## config.mk

```make
export PLATFORM = sky130hd
export DESIGN_NAME = spi_flash_ip
export DESIGN_NICKNAME = d
export VERILOG_FILES = /design/src/rtl/spi_flash_ip.sv
export SDC_FILE = /design/constraint.sdc
export NUM_CORES = 1
export LEC_CHECK = 0
export ABC_CLOCK_PERIOD_IN_PS = 7600
export CAP_MARGIN = 5
export CORE_MARGIN = 2
export CORE_UTILIZATION = 35
export DETAILED_ROUTE_END_ITERATION = 12
export GPL_ROUTABILITY_DRIVEN = 0
export PLACE_DENSITY = 0.62
export SLEW_MARGIN = 40
export SYNTH_ARGS = -nofsm -noshare
export SYNTH_HDL_FRONTEND = slang
export SYNTH_SLANG_ARGS = --single-unit
export TNS_END_PERCENT = 10
```

## constraint.sdc

```tcl
create_clock -name clk -period 7.6 [get_ports clk]
set_clock_uncertainty 0.2 [all_clocks]
set_input_delay 1.52 -clock clk [delete_from_list [all_inputs] [get_ports clk]]
set_output_delay 1.52 -clock clk [all_outputs]
set_load 0.005 [all_outputs]
```

## src/rtl/spi_flash_ip.sv

```systemverilog
// Register-mapped SPI flash master: one mode-0 transfer of command, 24-bit
// address and up to four data bytes, read or written depending on the command.
module spi_flash_ip #(
  parameter int CLK_DIV = 1
) (
  input  logic        clk,
  input  logic        rst,
  input  logic        wr_en,
  input  logic        rd_en,
  input  logic [7:0]  addr,
  input  logic [31:0] wdata,
  output logic [31:0] rdata,
  output logic        spi_cs_n,
  output logic        spi_clk,
  output logic        spi_mosi,
  input  logic        spi_miso
);

  typedef enum logic [1:0] {IDLE, CMD, ADDR, DATA} state_t;

  localparam int DIVW = (CLK_DIV > 1) ? $clog2(CLK_DIV) : 1;
  localparam logic [DIVW-1:0] DIV_LAST = DIVW'(CLK_DIV - 1);
  localparam logic [7:0] READ_CMD = 8'h03;

  state_t           r_state;
  logic [7:0]       r_cmd;
  logic [23:0]      r_faddr;
  logic [2:0]       r_len;
  logic [31:0]      r_txData;
  logic [31:0]      r_rxData;
  logic [31:0]      r_rdata;
  logic             r_done;
  logic             r_pending;
  logic             r_isRead;
  logic [63:0]      r_shift;
  logic [6:0]       r_totalBits;
  logic [6:0]       r_bitCnt;
  logic [DIVW-1:0]  r_divCnt;
  logic             r_csN;
  logic             r_sclk;
  logic             r_mosi;

  logic [2:0]       w_lenEff;
  logic [31:0]      w_txAligned;
  logic             w_busy;
  logic             w_start;
  logic             w_tick;
  logic             w_lastBit;

  // Lengths 5-7 behave as 4; transmit data is left-aligned so the shift
  // register always emits command, address, then data from bit 63.
  assign w_lenEff    = (r_len > 3'd4) ? 3'd4 : r_len;
  assign w_txAligned = r_txData << (6'd32 - {w_lenEff, 3'b000});
  assign w_busy      = (r_state != IDLE);
  assign w_start     = wr_en && (addr == 8'h0C) && wdata[0] && !w_busy && !r_pending;
  assign w_tick      = (r_divCnt == DIV_LAST);
  assign w_lastBit   = (r_bitCnt == (r_totalBits - 7'd1));

  assign rdata    = r_rdata;
  assign spi_cs_n = r_csN;
  assign spi_clk  = r_sclk;
  assign spi_mosi = r_mosi;

  always_ff @(posedge clk) begin
    if (rst) begin
      r_state     <= IDLE;
      r_cmd       <= '0;
      r_faddr     <= '0;
      r_len       <= '0;
      r_txData    <= '0;
      r_rxData    <= '0;
      r_rdata     <= '0;
      r_done      <= 1'b0;
      r_pending   <= 1'b0;
      r_isRead    <= 1'b0;
      r_shift     <= '0;
      r_totalBits <= '0;
      r_bitCnt    <= '0;
      r_divCnt    <= '0;
      r_csN       <= 1'b1;
      r_sclk      <= 1'b0;
      r_mosi      <= 1'b0;
    end else begin
      if (wr_en) begin
        case (addr)
          8'h00:   r_cmd    <= wdata[7:0];
          8'h04:   r_faddr  <= wdata[23:0];
          8'h08:   r_len    <= wdata[2:0];
          8'h14:   r_txData <= wdata;
          default: ;
        endcase
      end

      if (rd_en) begin
        case (addr)
          8'h00:   r_rdata <= {24'b0, r_cmd};
          8'h04:   r_rdata <= {8'b0, r_faddr};
          8'h08:   r_rdata <= {29'b0, r_len};
          8'h0C:   r_rdata <= {30'b0, r_done, w_busy};
          8'h10:   r_rdata <= r_rxData;
          8'h14:   r_rdata <= r_txData;
          default: r_rdata <= '0;
        endcase
      end

      // Fields are captured here so later register writes cannot disturb the transfer.
      if (w_start) begin
        r_pending   <= 1'b1;
        r_isRead    <= (r_cmd == READ_CMD);
        r_shift     <= {r_cmd, r_faddr, (r_cmd == READ_CMD) ? 32'd0 : w_txAligned};
        r_totalBits <= 7'd32 + {1'b0, w_lenEff, 3'b000};
        r_done      <= 1'b0;
        if (r_cmd == READ_CMD)
          r_rxData <= '0;
      end

      if (r_pending) begin
        r_pending <= 1'b0;
        r_state   <= CMD;
        r_csN     <= 1'b0;
        r_sclk    <= 1'b0;
        r_mosi    <= r_shift[63];
        r_divCnt  <= '0;
        r_bitCnt  <= '0;
      end else if (w_busy) begin
        if (!w_tick) begin
          r_divCnt <= r_divCnt + DIVW'(1);
        end else begin
          r_divCnt <= '0;
          if (!r_sclk) begin
            r_sclk <= 1'b1;
            if (r_isRead && (r_state == DATA))
              r_rxData <= {r_rxData[30:0], spi_miso};
          end else begin
            r_sclk <= 1'b0;
            if (w_lastBit) begin
              r_state <= IDLE;
              r_csN   <= 1'b1;
              r_mosi  <= 1'b0;
              r_done  <= 1'b1;
            end else begin
              r_bitCnt <= r_bitCnt + 7'd1;
              r_shift  <= {r_shift[62:0], 1'b0};
              r_mosi   <= r_shift[62];
              if (r_bitCnt == 7'd7)
                r_state <= ADDR;
              else if (r_bitCnt == 7'd31)
                r_state <= DATA;
            end
          end
        end
      end
    end
  end

endmodule

```

# Word-level counts from Yosys, hierarchy flattened
# Cells that the tools add are included.
op_classes:
  n_eq_ne: 11
  n_mux: 42
  n_shift: 1
  add_sub_neg: 5
  n_bitwise: 2
  reduce_logical: 25
  magnitude_cmp: 1
ops:
  columns: ["cell", "count"]
  rows:
  - ["2-to-1 mux 64 bit", 6]
  - ["2-to-1 mux 32 bit", 8]
  - ["one-hot mux 32 bit (6 select lines)", 1]
  - ["left shift 32 x 6 -> 32 bit", 1]
  - ["2-to-1 mux 1 bit", 23]
  - ["== test 8 x 4 -> 1 bit (second input constant)", 2]
  - ["== test 8 x 5 -> 1 bit (second input constant)", 2]
  - ["AND reduction 4 bit", 4]
  - ["AND reduction 2 bit", 5]
  - ["== test 8 x 2 -> 1 bit (second input constant)", 1]
  - ["== test 8 x 3 -> 1 bit (second input constant)", 1]
  - ["zero test 8 bit", 1]
  - ["nonzero test 2 bit", 4]
  - ["adder 6 x 6 -> 7 bit (first input constant)", 1]
  - ["adder 7 x 1 -> 7 bit (second input constant)", 1]
  - ["== test 7 x 3 -> 1 bit (second input constant)", 1]
  - ["== test 7 x 5 -> 1 bit (second input constant)", 1]
  - ["== test 7 bit", 1]
  - ["subtractor 7 x 1 -> 7 bit (second input constant)", 1]
  - ["2-to-1 mux 2 bit", 3]
  - ["subtractor 6 bit (first input constant)", 1]
  - ["logical AND 1 bit", 5]
  - ["nonzero test 4 bit", 1]
  - ["greater-than comparator 3 bit (second input constant)", 1]
  - ["9 further kinds", 11]
word_totals:
  word_cells: 105
  regBits: 218
  output_inout_bits: 35

# Longest topological paths before layout
# Gate-level depths: netlist (run 1).
logic_depth:
  ltp_word: 11
  depth_mapped: 12
  mapped_depth_nobuf: 7

# Worst setup path before layout (run 1)
# OpenSTA, ideal clock, no wires.
synth_path:
  path_type: "input port to flip-flop"
  start: "in addr[5]"
  end: "reg r_shift[7]"
  stages: 8
  setup_slack_ns: 3.704
  arrival_ns: 3.626
  cell_sequence: "or4_4 -> buf_6 -> or4_4 -> buf_6 -> nor4_4 -> buf_6 -> a32oi_1 -> a21oi_1"
synth_via:
  elab_chain_len: 11
synth_rtl:
  columns: ["item", "line_no", "text"]
  rows:
  - ["start, declared", "10", "input logic [7:0] addr,"]
  - ["== test 8 x 4 -> 1 bit *", "55", "assign w_start = wr_en && (addr == 8'h0C) && wdata[0] && !w_busy && !r_pending;"]
  - ["logical AND 1 bit * (4 in a row)", "55", null]
  - ["2-to-1 mux 64 bit *", "107", "if (w_start) begin"]
  - ["2-to-1 mux 64 bit", "136", "if (w_lastBit) begin"]
  - ["2-to-1 mux 64 bit", "130", "if (!r_sclk) begin"]
  - ["2-to-1 mux 64 bit", "126", "if (!w_tick) begin"]
  - ["2-to-1 mux 64 bit", "125", "end else if (w_busy) begin"]
  - ["2-to-1 mux 64 bit *", "117", "if (r_pending) begin"]
  - ["end signal, assigned", "110", "r_shift <= {r_cmd, r_faddr, (r_cmd == READ_CMD) ? 32'd0 : w_txAligned};"]
  - ["end signal, assigned", "143", "r_shift <= {r_shift[62:0], 1'b0};"]
  - ["end, declared", "35", "logic [63:0] r_shift;"]
# Mark *: on every way between the ends. The rest lies on a longest branch, timed or not.
# A chain may end at the register's enable or synchronous reset.

# Final worst setup path (run 1)
layout_path:
  start: "in addr[2]"
  end: "reg r_shift[2]"
# The elaborated chain is that of the path after synthesis.

==> results_dict.tcl, run 1 <==
set metrics [dict create \
    status "complete, but fails checks" \
    violations "DRC" \
    dieWidth_um 167 \
    cts.clk_slew.worst_paths_ps 60 \
    synth-seq-cells 214 \
    antenna_cells 0 \
    yosysWarnings 0 \
    clk_latency_ps 510 \
    worst_pin_slew_ps 774 \
    ys_seq_area_share_pct 45.9 \
    grt_pass1_vias 7460 \
    syn_area_um2 9330 \
    fin_crit_sh_pct 57.5 \
    slew_headroom_pct 48.2 \
    finalSetupViolCount 0 \
    tns_ps 0 \
    io_pins 80 \
    antenna_found_initial 0 \
    wl_per_cell_um 18.2 \
    ant_nets 0 \
    layout_common_cells "214 x dfxtp_1, 129 x nor2_1, 87 x nand2_1, 80 x mux2i_1, 78 x clkdlybuf4s50_1" \
    rsz0062_at_grt "no" \
    grt_usage_pct 18.0 \
    coreArea_um2 26100 \
    cts_tree "done" \
    routed_wl_um 25400 \
    grt_max_degree 92 \
    p_per_area_nw_per_um2 213 \
    cts_buffers 23 \
    viasPerCell 5.51 \
    synthFlopType "dfxtp_1" \
    wl_met2_um 11100 \
    clockBufferDepth 3 \
    critical_path_class "primary input to register" \
    syn_to_final_growth_pct 19.7 \
    cp.required_ps 7830 \
    slew_violations 0 \
    dieHeight_um 167 \
    grt_pass1_wl_um 41400 \
    cap_violations 0 \
    clockRootBuffer "clkbuf_16" \
    h-tree-depth 1 \
    syn-mean-instance-area_um2 9.19 \
    ys_types 62 \
    drtIter0Drc 514 \
    final_nets 1096 \
    fin_ws_ps 3230 \
    fmax_mhz 229 \
    synth_nets 1065 \
    postCtsSetupBuffers 0 \
    p_leak_nw 4.33 \
    final_common_cell "dfxtp_1" \
    cts_resized 0 \
    drc_errors 3 \
    end_kind "register" \
    synth_edf_count 0 \
    startpoint_type "primary input" \
    dieArea_um2 28000 \
    period_needed_ps 4370 \
    synth_cells 1016 \
    hold_buffers 0 \
    crit_arrival_ps 4600 \
    routed.top_layer "met4" \
    synthArstFlopShare_pct 0 \
    dr_wl_met3_um 1440 \
    pre_cts_slack_ps 2500 \
    cp_max_fo 36 \
    r2r_slack_ps 4540 \
    hold_viol_final 0 \
    irDropWorstVdd_mv 0.160 \
    clock-sinks 214 \
    first_pass_iters 10 \
    wl_met1_um 12400 \
    vias 7706 \
    io_buffers 79 \
    n_fill_cell 2616 \
    hold_path_class "register to register" \
    rows 59 \
    dpl.hpwl_um 16500 \
    drive_above_1_share_pct 11.4 \
    initial_utilization_pct 35.7 \
    overflow 0 \
]
-- worst max-delay path, cell delays in order --
cell             delay, ps
clkdlybuf4s50_1        460
buf_4                  430
or3b_2                 550
or4_4                  650
nor4_4                 410
buf_4                  260
a32oi_1                110
a21oi_1                180
-- metrics by stage --
step | instance area (µm²) | hold WS [ps] | instances | power [mW] | utilization (%)
floorplan | 9330 | 236 | 1016 | 1.18 | -
finish | 11200 | 252 | 1398 | 2.38 | 42.8
detailed placement | 10400 | 242 | 1356 | 1.22 | 39.6
global placement | 10300 | 234 | 1353 | 1.22 | 39.5
global route | 11200 | 284 | 1398 | 2.45 | 42.8
CTS | 11200 | 256 | 1397 | 2.40 | 42.7
-- routing by layer --
metal	vias to the layer above	track usage, %
li1	3729	-
met1	3740	26.9
met2	205	27.6
met3	32	2.62
met4	0	3.48
met5	-	0
-- worst paths after layout --
check                                     from          end  depth (start not counted)
worst max-delay path                   addr[2]   r_shift[2]                          8
worst min-delay path                  rdata[9]     rdata[9]                          2
worst max register to register  r_totalBits[3]  r_shift[56]                          8
worst min register to register        rdata[9]     rdata[9]                          2
-- final cells by class --
| class | instances | area (µm²) | share of cell area (%) |
|---|---|---|---|
| multi-input combinational | 707 | 4720 | 42.3 |
| sequential | 214 | 4280 | 38.3 |
| timing repair buffer | 94 | 927 | 8.30 |
| clock buffer | 31 | 646 | 5.78 |
| tap | 335 | 419 | 3.75 |
| clock inverter | 10 | 150 | 1.34 |
| inverter | 7 | 26.3 | 0.235 |
-- power by group --
group	total [mW]	leakage, nW	internal [mW]	switching, mW
clock	1.19	0.397	0.730	0.458
combinational	0.0742	2.21	0.0307	0.0435
sequential	1.12	1.72	1.12	0.000677
total	2.38	4.33	1.88	0.502
-- Yosys cell counts (2+ instances only) --
cell type	instances	share of area, %
dfxtp_1	214	46
nor2_1	131	5.3
nand2_1	88	3.5
mux2i_1	80	8.6
a21oi_1	75	4.0
clkbuf_1	71	2.9
a22oi_1	64	5.1
o21ai_0	54	2.9
mux2_2	37	4.5
a211oi_1	34	2.7
nand3_1	20	1.1
nor3_1	11	0.59
nand2b_1	10	0.67
a221oi_1	9	0.84
buf_1	9	0.36
mux4_2	9	2.2
a32oi_1	8	0.75
o2bb2ai_1	8	0.75
inv_1	7	0.28
xor2_1	7	0.66
xnor2_1	6	0.56
a222oi_1	5	0.54
buf_2	5	0.27
ha_1	4	0.54
buf_6	3	0.36
nand4_1	3	0.20
or2_2	3	0.20
a21o_1	2	0.16
a31oi_1	2	0.13
and2_0	2	0.13
and2_1	2	0.13
nand4b_1	2	0.19
or4_4	2	0.24
-- state kept, by name, summed over array words and instances (netlist names) --
signal	count
r_shift	64
spi_cs_n	1
r_bitCnt	7
r_pending	1
r_isRead	1
spi_clk	1
r_rxData	32
r_done	1
r_faddr	24
r_txData	32
r_state	2
rdata	32
r_totalBits	4
r_cmd	8
spi_mosi	1
r_len	3
-- logic make-up after synthesis --
logic type / count (synthesis) / synth area share [%]
XOR/XNOR: 13 / 1.22
adder cells (fa/ha/maj): 4 / 0.536
AND/OR/NAND/NOR: 287 / 13.6
multiplexers: 126 / 15.2
AO/OA/AOI/OAI: 277 / 19.4
flip-flops: 214 / 45.9
buffers and inverters: 95 / 4.13
Note: power is estimated with default switching activity, not from simulation.
==> run 2, diff against run 1 <==
--- a/config.mk
+++ b/config.mk
@@ -5,13 +5,13 @@
 export SDC_FILE = /design/constraint.sdc
 export NUM_CORES = 1
 export LEC_CHECK = 0
-export ABC_CLOCK_PERIOD_IN_PS = 7600
+export ABC_CLOCK_PERIOD_IN_PS = 4000
 export CAP_MARGIN = 5
 export CORE_MARGIN = 2
 export CORE_UTILIZATION = 35
 export DETAILED_ROUTE_END_ITERATION = 12
 export GPL_ROUTABILITY_DRIVEN = 0
-export PLACE_DENSITY = 0.62
+export PLACE_DENSITY = 0.64
 export SLEW_MARGIN = 40
 export SYNTH_ARGS = -nofsm -noshare
 export SYNTH_HDL_FRONTEND = slang
==> constraint.sdc (replaced) <==
create_clock -name clk -period 4 [get_ports clk]
set_clock_uncertainty 0.2 [all_clocks]
set_input_delay 0.8 -clock clk [delete_from_list [all_inputs] [get_ports clk]]
set_output_delay 0.8 -clock clk [all_outputs]
set_load 0.005 [all_outputs]
==> results_dict.tcl, run 2 (synthesis gave the netlist of run 1 again) <==
set metrics [dict create \
    dieHeight_um 167 \
    grt_pass1_vias 7307 \
    cp.required_ps 4230 \
    overflow 0 \
    clockRootBuffer "clkbuf_16" \
    hold_buffers 0 \
    cts_buffers 23 \
    coreArea_um2 26100 \
    dpl.hpwl_um 17300 \
    tns_ps 0 \
    dpl.cell_count 1365 \
    hold_viol_final 0 \
    cts_resized 0 \
    grt_max_degree 87 \
    reg2reg_depth 7 \
    clkPwrFrac_pct 48.8 \
    clk_latency_ps 510 \
    clockBufferDepth 3 \
    cts_tree "done" \
    final_nets 1104 \
    intPower_mw 3.51 \
    drc_errors 4 \
    syn_to_final_growth_pct 19.9 \
    worst_pin_slew_ps 744 \
    routed_wl_um 26400 \
    slew_violations 0 \
    initial_utilization_pct 35.7 \
    layout_common_cells "214 x dfxtp_1, 129 x nor2_1, 88 x nand2_1, 80 x mux2i_1, 78 x clkdlybuf4s50_1" \
    io_buffers 79 \
    violations "DRC" \
    crit_arrival_ps 3490 \
    cts.clk_slew.worst_paths_ps 60 \
    p_per_area_nw_per_um2 397 \
    viasPerCell 5.57 \
    startpoint_type "primary input" \
    hold_path_class "register to register" \
    p_leak_nw 4.36 \
    irDropWorstVdd_mv 0.229 \
    final_common_cell "dfxtp_1" \
    status "complete, but fails checks" \
    clock-sinks 214 \
    power_frac_seq_pct 47.9 \
    rsz0062_at_grt "no" \
    fmax_mhz 306 \
    rows 59 \
    vias 7827 \
    drtIter0Drc 699 \
    antenna_cells 0 \
    cp_max_fo 16 \
    h-tree-depth 1 \
    fin_crit_sh_pct 81.6 \
    antenna_found_initial 1 \
    postCtsSetupBuffers 0 \
    critical_path_class "primary input to register" \
    period_needed_ps 3260 \
    wl_per_cell_um 18.8 \
    combPwrFrac_pct 3.2 \
    ant_nets 0 \
    end_kind "register" \
    first_pass_iters 9 \
    n_fill_cell 2587 \
    finalSetupViolCount 0 \
    holdPathStages 2 \
    grt_pass1_wl_um 41800 \
    slew_headroom_pct 50.4 \
    fin_cells 1404 \
    io_pins 80 \
    cap_violations 0 \
    largest_register_ffs 64 \
    grt_usage_pct 18.5 \
    dieArea_um2 28000 \
    switching_power_uw 943 \
    dieWidth_um 167 \
    swShare_pct 21.2 \
    top_register "r_shift" \
    drive_above_1_share_pct 11.9 \
]
-- run 2: routing by layer --
metal | track usage [%] | vias to the layer above | routed length, µm
met4 | 4.08 | 0 | 573
met3 | 5.39 | 34 | 2470
met2 | 27.1 | 299 | 11100
met5 | 0 | - | 0
li1 | - | 3743 | -
met1 | 26.8 | 3751 | 12300
-- run 2: final cells by class --
class / count / area [µm²] / area share, %
Inverter: 7 / 26.3 / 0.235
Timing Repair Buffer: 102 / 998 / 8.92
Clock inverter: 10 / 129 / 1.15
Tap cell: 335 / 419 / 3.74
Clock buffer: 29 / 638 / 5.70
Multi-Input combinational cell: 707 / 4700 / 42.0
Sequential cell: 214 / 4280 / 38.3
-- run 2: critical path, stage by stage --
cell and delay, ps:
clkdlybuf4s50_1 570, or4b_2 640, or4_4 520, buf_4 260, nor3_4 190, buf_4 240
a22oi_1 90, a21oi_1 160
-- run 2: metrics by stage --
| stage | setup slack, ps | total power, mW | util (%) | hold slack (ps) | area [µm²] |
|---|---|---|---|---|---|
| 2_1_floorplan | 550 | 2.25 | - | 236 | 9330 |
| 3_3_place_gp | 311 | 2.32 | 39.9 | 236 | 10400 |
| 3_5_place_dp | 286 | 2.32 | 39.9 | 246 | 10400 |
| 4_1_cts | 761 | 4.49 | 42.8 | 260 | 11200 |
| 5_1_grt | 622 | 4.59 | 42.8 | 278 | 11200 |
| 6_report | 737 | 4.45 | 42.8 | 252 | 11200 |
-- run 2: worst paths after layout --
kind,from,endpoint,slack [ps]
max reg2reg,r_state[0],r_shift[23],1160
min reg2reg,rdata[7],rdata[7],250
max,wdata[0],r_shift[23],740
min,rdata[7],rdata[7],250
-- run 2: power groups by stage --
stage,logic (mW),registers [mW],clock network (mW)
2_1_floorplan,0.0652,2.18,0
3_3_place_gp,0.143,2.18,0
3_5_place_dp,0.143,2.18,0
4_1_cts,0.143,2.13,2.21
5_1_grt,0.154,2.13,2.30
6_report,0.143,2.13,2.17
==> run 3, diff against run 2 <==
--- a/config.mk
+++ b/config.mk
@@ -5,13 +5,13 @@
 export SDC_FILE = /design/constraint.sdc
 export NUM_CORES = 1
 export LEC_CHECK = 0
-export ABC_CLOCK_PERIOD_IN_PS = 4000
+export ABC_CLOCK_PERIOD_IN_PS = 3200
 export CAP_MARGIN = 5
 export CORE_MARGIN = 2
 export CORE_UTILIZATION = 35
 export DETAILED_ROUTE_END_ITERATION = 12
 export GPL_ROUTABILITY_DRIVEN = 0
-export PLACE_DENSITY = 0.64
+export PLACE_DENSITY = 0.62
 export SLEW_MARGIN = 40
 export SYNTH_ARGS = -nofsm -noshare
 export SYNTH_HDL_FRONTEND = slang
==> constraint.sdc (replaced) <==
create_clock -name clk -period 3.2 [get_ports clk]
set_clock_uncertainty 0.2 [all_clocks]
set_input_delay 0.64 -clock clk [delete_from_list [all_inputs] [get_ports clk]]
set_output_delay 0.64 -clock clk [all_outputs]
set_load 0.005 [all_outputs]
==> results_dict.tcl, run 3 (synthesis gave the netlist of run 1 again) <==
set metrics [dict create \
    grt_pass1_vias 7564 \
    fin_cells 1423 \
    cts_resized 0 \
    drtIter0Drc 632 \
    dieWidth_um 167 \
    crit_buf_inv 3 \
    slowest_stage "or4b_2" \
    top_usage_layer "met1" \
    pre_cts_slack_ps -190 \
    cts_tree "done" \
    cp-startpoint "wdata[0]" \
    vias 7897 \
    clock-sinks 214 \
    dpl.cell_count 1384 \
    path_cells "clkdlybuf4s50_1 > or4b_2 > or4_4 > buf_4 > nor3_4 > buf_12 > a22oi_1 > a21oi_1" \
    dieHeight_um 167 \
    hold_viol_final 0 \
    h-tree-depth 1 \
    met2_usage_pct 27.0 \
    crit_path_max_incr_delay_ps 650 \
    fin_ws_ps 295 \
    tns_ps 0 \
    syn_to_final_growth_pct 21.5 \
    drc_errors 6 \
    final_area_um2 11300 \
    rsz0062_at_grt "no" \
    wl_per_cell_um 18.3 \
    r2r-start "r_state[0]" \
    rows 59 \
    clockRootBuffer "clkbuf_16" \
    grt_usage_pct 18.2 \
    clk_latency_ps 500 \
    slew_headroom_pct 45.9 \
    critical_path_class "primary input to register" \
    first_pass_iters 9 \
    fin_crit_sh_pct 90.8 \
    final_nets 1123 \
    whs_ps 249 \
    final_common_cell "dfxtp_1" \
    total_power_mw 5.45 \
    hold_buffers 0 \
    grt_pass1_wl_um 41600 \
    period_needed_ps 2900 \
    post-route-util_pct 43.4 \
    dpl.hpwl_um 17100 \
    use_met3_pct 3.45 \
    min-delay-start "rdata[15]" \
    cap_violations 0 \
    p_leak_nw 4.44 \
    hold_path_class "register to register" \
    cts_buffers 23 \
    coreArea_um2 26100 \
    placed_area_um2 10600 \
    fmax_mhz 344 \
    clockBufferDepth 3 \
    routed_wl_um 26000 \
    ant_nets 0 \
    status "complete, but fails checks" \
    top_register "r_shift" \
    startpoint_type "primary input" \
    postCtsSetupBuffers 0 \
    violations "DRC" \
    antenna_cells 0 \
    drive_above_1_share_pct 12.6 \
    viasPerCell 5.55 \
    crit_arrival_ps 3140 \
    cp_top_family "simple AND/OR/NAND/NOR gates" \
    dieArea_um2 28000 \
    layout_common_cells "214 x dfxtp_1, 129 x nor2_1, 88 x nand2_1, 80 x mux2i_1, 78 x clkdlybuf4s50_1" \
    use_met1_pct 27.3 \
    largest_register_ffs 64 \
    slew_violations 0 \
    cp.required_ps 3430 \
    io_buffers 79 \
    end_kind "register" \
    initial_utilization_pct 35.7 \
    grt_max_degree 77 \
    p_per_area_nw_per_um2 481 \
    finalSetupViolCount 0 \
    cp_max_fo 16 \
    cts.clk_slew.worst_paths_ps 60 \
    antenna_found_initial 0 \
    worst_pin_slew_ps 811 \
    irDropWorstVdd_mv 0.340 \
    io_pins 80 \
    overflow 0 \
]
## run 3: cell types whose count changed in the layout (fill, tap and decap cells not counted), moves of 2 or more
cell	delta
clkinv_2	-6
clkbuf_1	+6
bufinv_16	-2
clkbuf_8	+3
buf_12	+3
buf_4	+16
## run 3: worst min-delay path, cell delays in order, from the launching register on
cell and delay (ps):
dfxtp_1 320, nand2_1 40, o21ai_0 50
## run 3: routing by layer
layer	part of all wire, %	up-vias
met2	42	267
li1	-	3784
met5	0	-
met1	49	3806
met4	1.9	0
met3	6.9	40
## run 3: report_power, final
group / internal [mW] / total, mW / switching, mW
registers: 2.67 / 2.67 / 0.00154
logic: 0.0801 / 0.188 / 0.107
clock network: 1.56 / 2.60 / 1.04
total: 4.31 / 5.45 / 1.14
## run 3: final cells by class
class / count / area [µm²]
clock buffers: 38 / 702
clock inverters: 1 / 30.0
fillers: 2570 / 14800
inverters: 7 / 26.3
multi-input cells: 707 / 4700
flip-flops and latches: 214 / 4280
well taps: 335 / 419
repair buffers: 121 / 1180
## run 3: path summary, 6_finish.rpt
check             slack, ps           to  cells past startpoint
setup / recovery        300  r_shift[25]                      8
hold / removal          250    rdata[15]                      2
setup reg to reg        500  r_shift[25]                      7
hold reg to reg         250    rdata[15]                      2
